## src/rtl/lane_delay_bank.sv

```systemverilog
`default_nettype none
// ============================================================================
// lane_delay_bank : per-lane tapped shift registers with phase inversion
//                   and a req/ack snapshot of all lane outputs.
// Revision 1.0
// ============================================================================
module lane_delay_bank #(
  parameter int                 LANES    = 4,
  parameter int                 WIDTH    = 1,
  parameter int                 DEPTH    = 4,
  parameter logic [LANES-1:0]   INV_MASK = 4'b1010,
  localparam int                DW       = $clog2(DEPTH+1)
) (
  input  logic                   clk,
  input  logic                   reset,
  input  logic                   en_i,
  input  logic [LANES*WIDTH-1:0] value_i,
  input  logic [DW-1:0]          cfg_delay,
  output logic [LANES*WIDTH-1:0] result_o,
  output logic                   result_valid,
  output logic [LANES*WIDTH-1:0] internal_o,
  input  logic                   snap_req,
  input  logic                   snap_ack,
  output logic                   snap_valid,
  output logic [LANES*WIDTH-1:0] snap_data,
  output logic                   snap_overrun
);

  localparam logic [DW-1:0] DEPTH_W = DW'(DEPTH);

  typedef enum logic [0:0] {
    IDLE = 1'b0,
    HELD = 1'b1
  } snap_state_t;

  logic [DW-1:0] eff;
  logic [DW-1:0] cfg_q;
  logic [DW-1:0] fill;
  logic          cfg_chg;
  logic          phase;

  assign eff     = (cfg_delay > DEPTH_W) ? DEPTH_W : cfg_delay;
  assign cfg_chg = (cfg_delay != cfg_q);

  // A config change restarts the fill count so valid only returns once the
  // newly selected tap has been refilled with fresh data.
  always_ff @(posedge clk) begin
    if (reset) begin
      cfg_q <= '0;
      fill  <= '0;
      phase <= 1'b0;
    end else begin
      cfg_q <= cfg_delay;
      phase <= ~phase;
      if (cfg_chg)
        fill <= '0;
      else if (en_i && (fill < DEPTH_W))
        fill <= fill + 1'b1;
    end
  end

  assign result_valid = (fill >= eff) && !cfg_chg;

  for (genvar l = 0; l < LANES; l++) begin : g_lane
    logic [WIDTH-1:0] sr [DEPTH];
    logic [WIDTH-1:0] tap;

    always_ff @(posedge clk) begin
      if (reset) begin
        for (int k = 0; k < DEPTH; k++) sr[k] <= '0;
      end else if (en_i) begin
        sr[0] <= value_i[l*WIDTH +: WIDTH];
        for (int k = 1; k < DEPTH; k++) sr[k] <= sr[k-1];
      end
    end

    // Zero delay bypasses the registers entirely.
    always_comb begin
      tap = value_i[l*WIDTH +: WIDTH];
      for (int k = 0; k < DEPTH; k++) begin
        if (eff == DW'(k + 1)) tap = sr[k];
      end
    end

    assign result_o[l*WIDTH +: WIDTH]   = tap ^ {WIDTH{phase & INV_MASK[l]}};
    assign internal_o[l*WIDTH +: WIDTH] = sr[0];
  end

  snap_state_t            snap_state_q, snap_state_d;
  logic [LANES*WIDTH-1:0] snap_data_q,  snap_data_d;
  logic                   overrun_q,    overrun_d;

  always_ff @(posedge clk) begin
    if (reset) begin
      snap_state_q <= IDLE;
      snap_data_q  <= '0;
      overrun_q    <= 1'b0;
    end else begin
      snap_state_q <= snap_state_d;
      snap_data_q  <= snap_data_d;
      overrun_q    <= overrun_d;
    end
  end

  always_comb begin
    snap_state_d = snap_state_q;
    snap_data_d  = snap_data_q;
    overrun_d    = overrun_q;
    case (snap_state_q)
      IDLE: begin
        if (snap_req) begin
          snap_data_d  = result_o;
          snap_state_d = HELD;
        end
      end
      HELD: begin
        if (snap_ack && snap_req) begin
          snap_data_d = result_o;
        end else if (snap_ack) begin
          snap_state_d = IDLE;
        end else if (snap_req) begin
          overrun_d = 1'b1;
        end
      end
      default: snap_state_d = IDLE;
    endcase
  end

  assign snap_valid   = (snap_state_q == HELD);
  assign snap_data    = snap_data_q;
  assign snap_overrun = overrun_q;

endmodule
`default_nettype wire

```

## config.mk

```make
export PLATFORM = sky130hd
export DESIGN_NAME = lane_delay_bank
export DESIGN_NICKNAME = d
export VERILOG_FILES = /design/src/rtl/lane_delay_bank.sv
export SDC_FILE = /design/constraint.sdc
export NUM_CORES = 1
export LEC_CHECK = 0
export ABC_AREA = 1
export BUFFER_PORTS_ARGS = -buffer_cell sky130_fd_sc_hd__buf_2
export CAP_MARGIN = 40
export CORE_ASPECT_RATIO = 0.75
export CORE_MARGIN = 3
export CORE_UTILIZATION = 58
export DETAILED_ROUTE_END_ITERATION = 8
export PLACE_DENSITY_LB_ADDON = 0.05
export SLEW_MARGIN = 10
export SYNTH_ARGS = -nofsm -noshare
export SYNTH_HDL_FRONTEND = slang
export SYNTH_SLANG_ARGS = --single-unit
```

## constraint.sdc

```tcl
create_clock -name clk -period 3.2 [get_ports clk]
set_input_delay 0.32 -clock clk [delete_from_list [all_inputs] [get_ports clk]]
set_output_delay 0.32 -clock clk [all_outputs]
set_load 0.02 [all_outputs]
```

==> flow_results.org, run 1 <==
** Outcome
- The run finished with clean final reports.

** Setup path
- Critical path startpoint category :: flip-flop
- Beginning of the critical path :: fill[0]
- Worst R2R Setup Slack :: roughly 2.1 ns
- In this run the worst path has a maximum fanout of 3.
- Worst r2r dst :: snap_data[3]
- Endpoint type of the worst setup path :: output pin
- CP Capture Point :: result_valid
- The startpoint identified for the worst register-to-register timing path is g_lane[3].sr[0].
- The worst setup path is of the reg2out kind.
- CP required :: around 2.9 ns
- Critical Path AT :: about 1.6 ns
- Depth of the most critical reg-to-reg path :: 9

** Die
- Die Y :: 49.9 um
- For this configuration, the core starts out at a cell density of 63.1%.
- The die covers between 0.003 and 0.004 mm2.
- I/O Pins :: 27
- The core region is ~0.0024 mm2.
- DIE WIDTH :: 64.6 um
- In this run the core area contains 15 standard-cell rows.

** Clock network
- Root buf cell :: sky130_fd_sc_hd__clkbuf_4
- In this run the deepest clock path goes through 2 buffers.
- Clock insertion delay at the later pin of the skew report :: between 0.3 and 0.4 ns
- H-tree Lvls :: 2
- Buffers inserted during clock tree synthesis total 5.
- Clock Pin Slew Worst Setup and Hold Paths :: approximately 0.080 ns
- Cts repair resizes :: 0
- Hold buffer count at cts :: 0
- Clock tree from TritonCTS :: done
- The clock net in this run drives a total of 29 sinks.
- Post-CTS setup buffer count :: 0

** Job
- Max Cap Viol :: 0

** Synth
- Number of synthesized register bits :: 29
- The average instance in the mapped netlist occupies between 8 and 9 um2.
- During synthesis, Yosys emitted a total of 0 warnings.
- Sequential fraction of the synthesis area :: 49.7%
- The cell area that synthesis handed to floorplanning was between 0.001 and 0.0015 mm2.
- Synthesis produced a netlist with a net count of 192.
- Counting every instance in the synthesized netlist gives 177.
- Synth cell types :: 24

** STA
- Final worst-path cycle share :: approximately 60%
- The worst path needs roughly 2 ns of the cycle, external delays included.
- Setup repair after global routing missed its margin :: false
- Adding up every negative setup slack in the final design gives 0 ns.
- Endpoints failing hold :: 0
- Between clock sinks in the finished design, the worst skew comes to 0.00946 ns.
- The max-slew violation count came to 0.
- Total of endpoints with negative setup slack in the final report :: 0
- For the pin with the worst max-slew slack, the measured transition is around 0.54 ns.
- Worst relative slew slack :: a little under two thirds
- Derived from the worst setup path, the maximum achievable clock frequency is just over 500 MHz.

** Place
- Port buffering added 26 buffers.
- Placer's final routability congestion estimate :: between 0.7 and 0.8
- After legalization and detailed placement, the total HPWL measured about 2.1 mm.

** Global route
- The number of antenna violations at the first check in global routing is 0.
- Pin count of the biggest net entering global routing :: 17
- Total congestion overflow :: 0
- Across every metal layer, demand over resource in global routing totals between 10% and 20%.
- The via count of the first global-routing pass came to between 1000 and 1500.
- The first global-routing pass estimated between 4 and 5 mm of wire.

** Cells and area
- Count of nets after finishing :: about 220
- Counting the fill cells in the layout gives ~210.
- Commonest cells after routing, fill and taps aside :: 30 x sky130_fd_sc_hd__inv_1, 28 x sky130_fd_sc_hd__nor2_1, 26 x sky130_fd_sc_hd__buf_2
- Share of the core filled with cells in the final layout :: 69.7%
- The post-route netlist has about 22% of its cells at a drive strength greater than 1.
- Most common cell after layout, fill and taps aside :: sky130_fd_sc_hd__inv_1
- Relative to the synthesized area, the layout overhead comes to 10.6%.
- Final antenna diode count :: 0

** Power and ir drop
- Combinational fraction of design power :: around 17%
- Internal Power :: between 0.5 and 0.6 mW
- For this design the total switching power over the nets is around 0.21 mW.
- Switching part of the total :: a little over a quarter
- Relative contribution of the clock network to total power :: between 20% and 30%
- Power per cell area :: ~470 mW/mm2
- Standby leakage power :: about 0.8 nW
- IR analysis of the VDD net gives a maximum drop of between 0.0003 and 0.0004 V.
- Part of the power in registers :: 54.6%

** Detailed routing
- Via Count :: between 1000 and 1500
- Iter 0 DRT Violations :: slightly below 70
- DRT Pass-1 Iters :: 4
- In the routed design, unresolved DRC markers number 0.
- Total detailed-routing wirelength :: approximately 2.7 mm
- In this run the remaining antenna-violating nets after routing total 0.
- Dividing the detail-routed via count by the number of cells gives a little under 5.
- In the final routed layout, each cell accounts on average for about 12 um.

** Worst hold path
- The tightest min-delay check is of the in2reg type.
## power by group through the flow
stage	clock network (mW)	registers [mW]	logic, mW
after floorplan	0	0.440	0.0958
after global routing	0.259	0.429	0.144
after CTS	0.236	0.426	0.130
after global placement	0	0.434	0.126
final	0.226	0.426	0.129
after detailed placement	0	0.435	0.130
## cell type report
class                      count  area, um2  area share, %
inverter                      36        140           8.50
clock buffer                   8       58.8           3.57
sequential                    29        741           44.9
timing repair buffer          26        130           7.89
multi-input combinational    102        537           32.5
tap                           34       42.5           2.58
## metrics by stage
stage | instances | power [mW] | area (um2) | worst slack [ns] | hold WS [ns]
2_1_floorplan | 177 | 0.535 | 1490 | 1.54 | 0.426
3_3_place_gp | 227 | 0.560 | 1590 | 1.32 | 0.436
3_5_place_dp | 227 | 0.565 | 1590 | 1.27 | 0.451
4_1_cts | 235 | 0.792 | 1650 | 1.24 | 0.250
5_1_grt | 235 | 0.832 | 1650 | 1.14 | 0.237
6_report | 235 | 0.780 | 1650 | 1.26 | 0.268
## flip-flops by register name (all words and copies together), names as in the netlist
signal	count
fill	3
snap_valid	1
phase	1
snap_data	4
g_lane.sr	16
snap_overrun	1
cfg_q	3
## synthesized netlist by cell type
| cell | number | share of area [%] |
|---|---|---|
| sky130_fd_sc_hd__inv_1 | 30 | 7.6 |
| sky130_fd_sc_hd__nor2_1 | 28 | 7.0 |
| sky130_fd_sc_hd__nand2_1 | 24 | 6.0 |
| sky130_fd_sc_hd__edfxtp_1 | 16 | 32 |
| sky130_fd_sc_hd__dfxtp_1 | 13 | 17 |
| sky130_fd_sc_hd__a21oi_1 | 10 | 3.4 |
| sky130_fd_sc_hd__nand3_1 | 10 | 3.4 |
| sky130_fd_sc_hd__o21ai_0 | 9 | 3.0 |
| sky130_fd_sc_hd__buf_4 | 7 | 3.5 |
| sky130_fd_sc_hd__inv_2 | 4 | 1.0 |
| sky130_fd_sc_hd__ha_1 | 3 | 2.5 |
| sky130_fd_sc_hd__nand4_1 | 3 | 1.3 |
| sky130_fd_sc_hd__or2_2 | 3 | 1.3 |
| sky130_fd_sc_hd__xnor2_1 | 3 | 1.8 |
| sky130_fd_sc_hd__buf_2 | 2 | 0.67 |
| sky130_fd_sc_hd__inv_4 | 2 | 0.84 |
| sky130_fd_sc_hd__nor2_8 | 2 | 2.7 |
| sky130_fd_sc_hd__o21ai_1 | 2 | 0.67 |
| sky130_fd_sc_hd__a31oi_1 | 1 | 0.42 |
| sky130_fd_sc_hd__buf_6 | 1 | 0.75 |
| sky130_fd_sc_hd__nand2_2 | 1 | 0.42 |
| sky130_fd_sc_hd__nand3_4 | 1 | 1.2 |
| sky130_fd_sc_hd__o22ai_1 | 1 | 0.42 |
| sky130_fd_sc_hd__xor2_1 | 1 | 0.59 |
## worst max-delay path, cell delays in order (launching register included)
cell and delay (ns):
sky130_fd_sc_hd__dfxtp_1 0.38, sky130_fd_sc_hd__inv_1 0.06, sky130_fd_sc_hd__ha_1 0.28, sky130_fd_sc_hd__o22ai_1 0.15, sky130_fd_sc_hd__o21ai_0 0.10, sky130_fd_sc_hd__a21oi_1 0.13, sky130_fd_sc_hd__nor2_1 0.06, sky130_fd_sc_hd__buf_2 0.15
## routing by layer
| metal | wire length [um] | GRT usage [%] | up-vias |
|---|---|---|---|
| met5 | 0 | 0 | - |
| met4 | 49 | 9.47 | 0 |
| met3 | 170 | 7.74 | 4 |
| met2 | 1310 | 32.4 | 21 |
| met1 | 1200 | 23.2 | 518 |
| li1 | - | - | 602 |
## worst min path at each step
stage	slack, ns	startpoint	depth (start not counted)	endpoint
after CTS	0.25	snap_req	3	snap_valid
after detailed placement	0.45	snap_overrun	2	snap_overrun
after global placement	0.44	phase	1	phase
after floorplan	0.43	phase	1	phase
after global routing	0.24	snap_req	3	snap_valid
final	0.27	snap_req	3	snap_valid
## cell families after synthesis
| kind of cell | count (synthesis) | share of synthesized area [%] |
|---|---|---|
| fa+ha+maj | 3 | 2.52 |
| xor+xnor | 4 | 2.35 |
| simple gates | 72 | 23.2 |
| buf+inv | 46 | 14.3 |
| flops | 29 | 49.7 |
| compound gates | 23 | 7.89 |
Note: power is estimated with default switching activity, not from simulation.
==> run 2, diff against run 1 <==
--- a/config.mk
+++ b/config.mk
@@ -5,12 +5,12 @@
 export SDC_FILE = /design/constraint.sdc
 export NUM_CORES = 1
 export LEC_CHECK = 0
-export ABC_AREA = 1
+export ABC_AREA = 0
 export BUFFER_PORTS_ARGS = -buffer_cell sky130_fd_sc_hd__buf_2
 export CAP_MARGIN = 40
 export CORE_ASPECT_RATIO = 0.75
 export CORE_MARGIN = 3
-export CORE_UTILIZATION = 58
+export CORE_UTILIZATION = 49
 export DETAILED_ROUTE_END_ITERATION = 8
 export PLACE_DENSITY_LB_ADDON = 0.05
 export SLEW_MARGIN = 10
==> constraint.sdc (replaced) <==
create_clock -name clk -period 1.65 [get_ports clk]
set_input_delay 0.165 -clock clk [delete_from_list [all_inputs] [get_ports clk]]
set_output_delay 0.165 -clock clk [all_outputs]
set_load 0.02 [all_outputs]
==> run 2 against run 1 <==
The flow now finishes with violations (negative setup slack). Register-to-register slack worse by 1.9 ns. Clock-buffer cell count stayed put. Flip-flop and latch count stayed put. Combinational power is 120% higher.
==> flow_results.org, run 2 <==
** Outcome
- The flow ran to the end, but the final reports show violations.
- Failing checks :: negative setup slack

** Synth
- Synthesis produced a netlist with a net count of between 100 and 150.
- Top FF cell, synth :: sky130_fd_sc_hd__edfxtp_1
- After synthesis, the largest family of logic cells by area is simple AND/OR/NAND/NOR gates.
- The synthesized netlist occupies a cell area of between 0.001 and 0.0015 mm2.
- Counting distinct cell types in the post-synthesis netlist gives 34.
- The average instance in the mapped netlist occupies 11.4 um2.
- The synthesized netlist devotes between 20% and 30% of its cell area to simple gates.
- Number of synthesized register bits :: 29
- In the synthesized netlist, mux cells make up 8.93% of the area.
- Count of flip-flops with a built-in enable after synthesis :: 16
- For this run, the number of Yosys warnings is 0.
- Of the post-synthesis cell area, the dominant cell type holds between 30% and 40%.
- Sequential fraction of the synthesis area :: 51.8%
- Area contributors post-synth :: sky130_fd_sc_hd__edfxtp_1 34%, sky130_fd_sc_hd__dfxtp_1 18%, sky130_fd_sc_hd__and2_1 7.0%, sky130_fd_sc_hd__nor2b_1 3.5%, sky130_fd_sc_hd__buf_4 3.2%
- Counting every instance in the synthesized netlist gives 125.
- Share of synthesized registers carrying an async set or reset :: 0%
- Counting instances in the post-synthesis netlist gives the leading cell types as 16 x sky130_fd_sc_hd__and2_1, 16 x sky130_fd_sc_hd__edfxtp_1, 13 x sky130_fd_sc_hd__dfxtp_1, 10 x sky130_fd_sc_hd__nor2_1, 8 x sky130_fd_sc_hd__nor2b_1.
- sky130_fd_sc_hd__edfxtp_1 takes more of the synthesized area than any other cell.
- Area fraction in compound gates after synthesis :: 6.30%
- Of the total synthesized cell area, the portion taken by XOR and XNOR cells is about 3.7%.
- Of the total synthesized cell area, the portion taken by full adders, half adders and majority gates is ~3.3%.

** Die
- Pin placement for this block handled 27 I/O pins.
- The die is 68.4 um wide.
- The floorplan has 16 rows.
- Once the floorplan was initialized, standard cells occupied 52.9% of the core.
- Core area :: between 0.002 and 0.003 mm2
- The die covers approximately 0.0036 mm2.
- The die is ~53 um tall.

** Power and ir drop
- IR analysis of the VDD net gives a maximum drop of approximately 0.00066 V.
- Standby leakage power :: between 0.7 and 0.8 nW
- Power per cell area :: about 950 mW/mm2

** Detailed routing
- After the first detailed-routing iteration, the DRC count stood at 37.
- Once detail routing completed, the nets flagged for antenna violations numbered 0.
- Post-detailed-route DRC marker count :: 0
- Wires add up to 2.84 mm.
- Via Count :: around 1000
- For this run, the detailed router's first-pass iteration total came to 4.
- In the routed layout, each cell is associated on average with a via count of 5.07.
- Post-DR wirelength/cell :: about 15 um

** Clock network
- Clock insertion delay at the later pin of the skew report :: 0.28 ns
- The clock passes through at most 2 buffers.
- The clock tree synthesis step divided the H-tree into 2 levels.
- Number of clock buffers inserted by TritonCTS :: 5
- Clk sink count :: 29
- Clock tree from TritonCTS :: done
- Hold buffer count at cts :: 0
- Clock Pin Slew Worst Setup and Hold Paths :: around 0.060 ns
- Clock tree synthesis selected as its root buffer the cell sky130_fd_sc_hd__clkbuf_8.

** Worst hold path
- Worst min-delay path category :: in2reg
- WHS Path Cells :: 3

** STA
- Timing would allow up to around 560 MHz.
- In this run the tightest slew margin relative to its limit is about half.
- The max-slew violation count came to 0.
- Final critical delay including setup and external delays :: between 1.5 and 2 ns
- Setup violations remaining at the end of the flow were counted as 5.
- Skew final :: between 0.0015 and 0.002 ns
- Slew at the pin with the worst max-slew slack :: just under 0.8 ns
- On the final layout, the worst hold slack is around 0.15 ns.
- After layout, the worst path uses 109% of the clock period.
- The hold violation total from the final report is 0.
- Setup repair after global routing missed its margin :: true
- Setup slack on the critical path of the routed design comes to -0.140 ns.

** Cells and area
- The register with the most flip-flops in the layout has 16 of them.
- Compared with the post-synthesis result, the final layout area differs by 22.2%.
- After filler insertion, the fill cell instance count of the layout stands at between 200 and 250.
- The net count of the finished layout is 171.
- Of the cells placed in the final design, the portion with a size suffix greater than 1 is 38.9%.
- Leaving out filler cells and counting taps, the final layout contains about 190.
- Final antenna diode count :: 0
- In the layout the commonest cells are 21 x sky130_fd_sc_hd__buf_2, 16 x sky130_fd_sc_hd__and2_1, 16 x sky130_fd_sc_hd__edfxtp_1.
- More flip-flops sit in one register than any other, and that register is g_lane.sr.
- The library cell used most frequently in the layout, excluding fill and tap cells, is sky130_fd_sc_hd__buf_2.

** Place
- Once placement completed, the tool counted placed cells totaling around 180.
- Buffers placed on the I/O ports in this run total 26.
- At the end of routability-driven placement, the weighted congestion stood at 0.718.
- The HPWL after detailed placement is slightly below 2 mm.

** Global route
- The first global-routing pass estimated 4.53 mm of wire.
- Number of antenna violations at the first check in global routing :: 0
- Vias in the first global route :: between 900 and 1000
- After global routing the overflow that remains totals 0.
- Pin count of the biggest net entering global routing :: 17
- Overall fraction of global-route tracks in use :: a little under a fifth

** Setup path
- By startpoint and endpoint, the worst setup path is classified as reg2out.
- Depth of the most critical reg-to-reg path :: 5
- CP required :: approximately 1.5 ns
- Traced cell by cell, the critical path runs through inv_2, ha_4, nand2b_4, maj3_2, a21oi_2, nor4_2, buf_4.
- Slowest cell delay on critical path :: between 0.3 and 0.4 ns
- Of all nets on the critical path, the largest fanout is 2.
- The worst setup path is captured at an output pin.
- Critical Path AT :: between 1.5 and 2 ns
- Slowest cell on the critical path :: sky130_fd_sc_hd__dfxtp_2
- The worst setup path is launched from a flip-flop.

** Job
- Max Cap Viol :: 0
run 2: cell types whose count changed in the layout (fill, tap and decap cells not counted), sizes merged, moves of 3 or more:
| cell | previous run | this run |
|---|---|---|
| a21oi | 10 | 5 |
| and2 | 0 | 17 |
| buf | 26 | 34 |
| inv | 36 | 3 |
| mux2 | 0 | 4 |
| mux2i | 0 | 3 |
| nand2 | 25 | 6 |
| nand2b | 0 | 3 |
| nand3 | 11 | 0 |
| nand4 | 3 | 0 |
| nor2 | 30 | 10 |
| nor2b | 0 | 8 |
| o21ai | 11 | 2 |
| xor2 | 1 | 5 |
run 2: cell families (layout without fill, tap and decap cells):
| family | count (synthesis) | count (layout) |
|---|---|---|
| and+or+nand+nor | 51 | 51 |
| DFF | 29 | 29 |
| AOI/OAI and AO/OA | 13 | 13 |
| buffers and inverters | 13 | 45 |
| muxes | 9 | 9 |
| xor gates and xnor gates | 6 | 6 |
| adders and majority gates | 4 | 4 |
run 2: report_power, final:
| part | internal, mW | switching [mW] |
|---|---|---|
| Clock | 0.299 | 0.258 |
| Combinational | 0.130 | 0.152 |
| Sequential | 0.808 | 0.0223 |
run 2: critical path: cells and delay by family, from the launching register on:
family,cells,cell delay (ns)
adder cells (fa/ha/maj),2,0.49
flip-flops,1,0.33
AO/OA/AOI/OAI,1,0.14
buffers and inverters,2,0.20
AND/OR/NAND/NOR,2,0.19
run 2: layout make-up:
| type | count | area, um2 | area share, % |
|---|---|---|---|
| well taps | 36 | 45.0 | 2.58 |
| multi-input cells | 83 | 658 | 37.7 |
| repair buffers | 34 | 210 | 12.0 |
| inverters | 3 | 11.3 | 0.645 |
| clock buffers | 8 | 80.1 | 4.58 |
| flip-flops and latches | 29 | 742 | 42.5 |
run 2: path summary, 6_finish.rpt:
kind	from	endpoint	slack, ns
setup reg to reg	g_lane[0].sr[0][0]	snap_data[0]	0.16
setup / recovery	fill[0]	result_valid	-0.14
hold / removal	snap_req	snap_valid	0.15
hold reg to reg	snap_overrun	snap_overrun	0.47
run 2: stage by stage:
stage	worst slack (ns)	util [%]	area (um2)	setup TNS, ns	power (mW)
4_1_cts	-0.148	64.5	1740	-0.415	1.68
2_1_floorplan	0.0469	-	1440	0	1.02
5_1_grt	-0.185	64.6	1750	-0.701	1.74
3_5_place_dp	-0.0503	58.5	1580	-0.0503	1.09
6_report	-0.140	64.6	1750	-0.382	1.67
3_3_place_gp	-0.00983	58.5	1580	-0.00983	1.08
run 2: per-layer routing:
layer  routed length (um)  track usage, %
met1                 1370            22.7
met2                 1260            27.7
met3                  143            6.44
met4                   66            9.90
met5                    0               0
run 2: repair_timing:
item | in CTS | in global routing
setup endpoints to repair | 5 | 5
pin swaps | 5 | 0
hold endpoints to repair | 0 | 0
resized for setup | 16 | 1
buffers inserted | 3 | 0
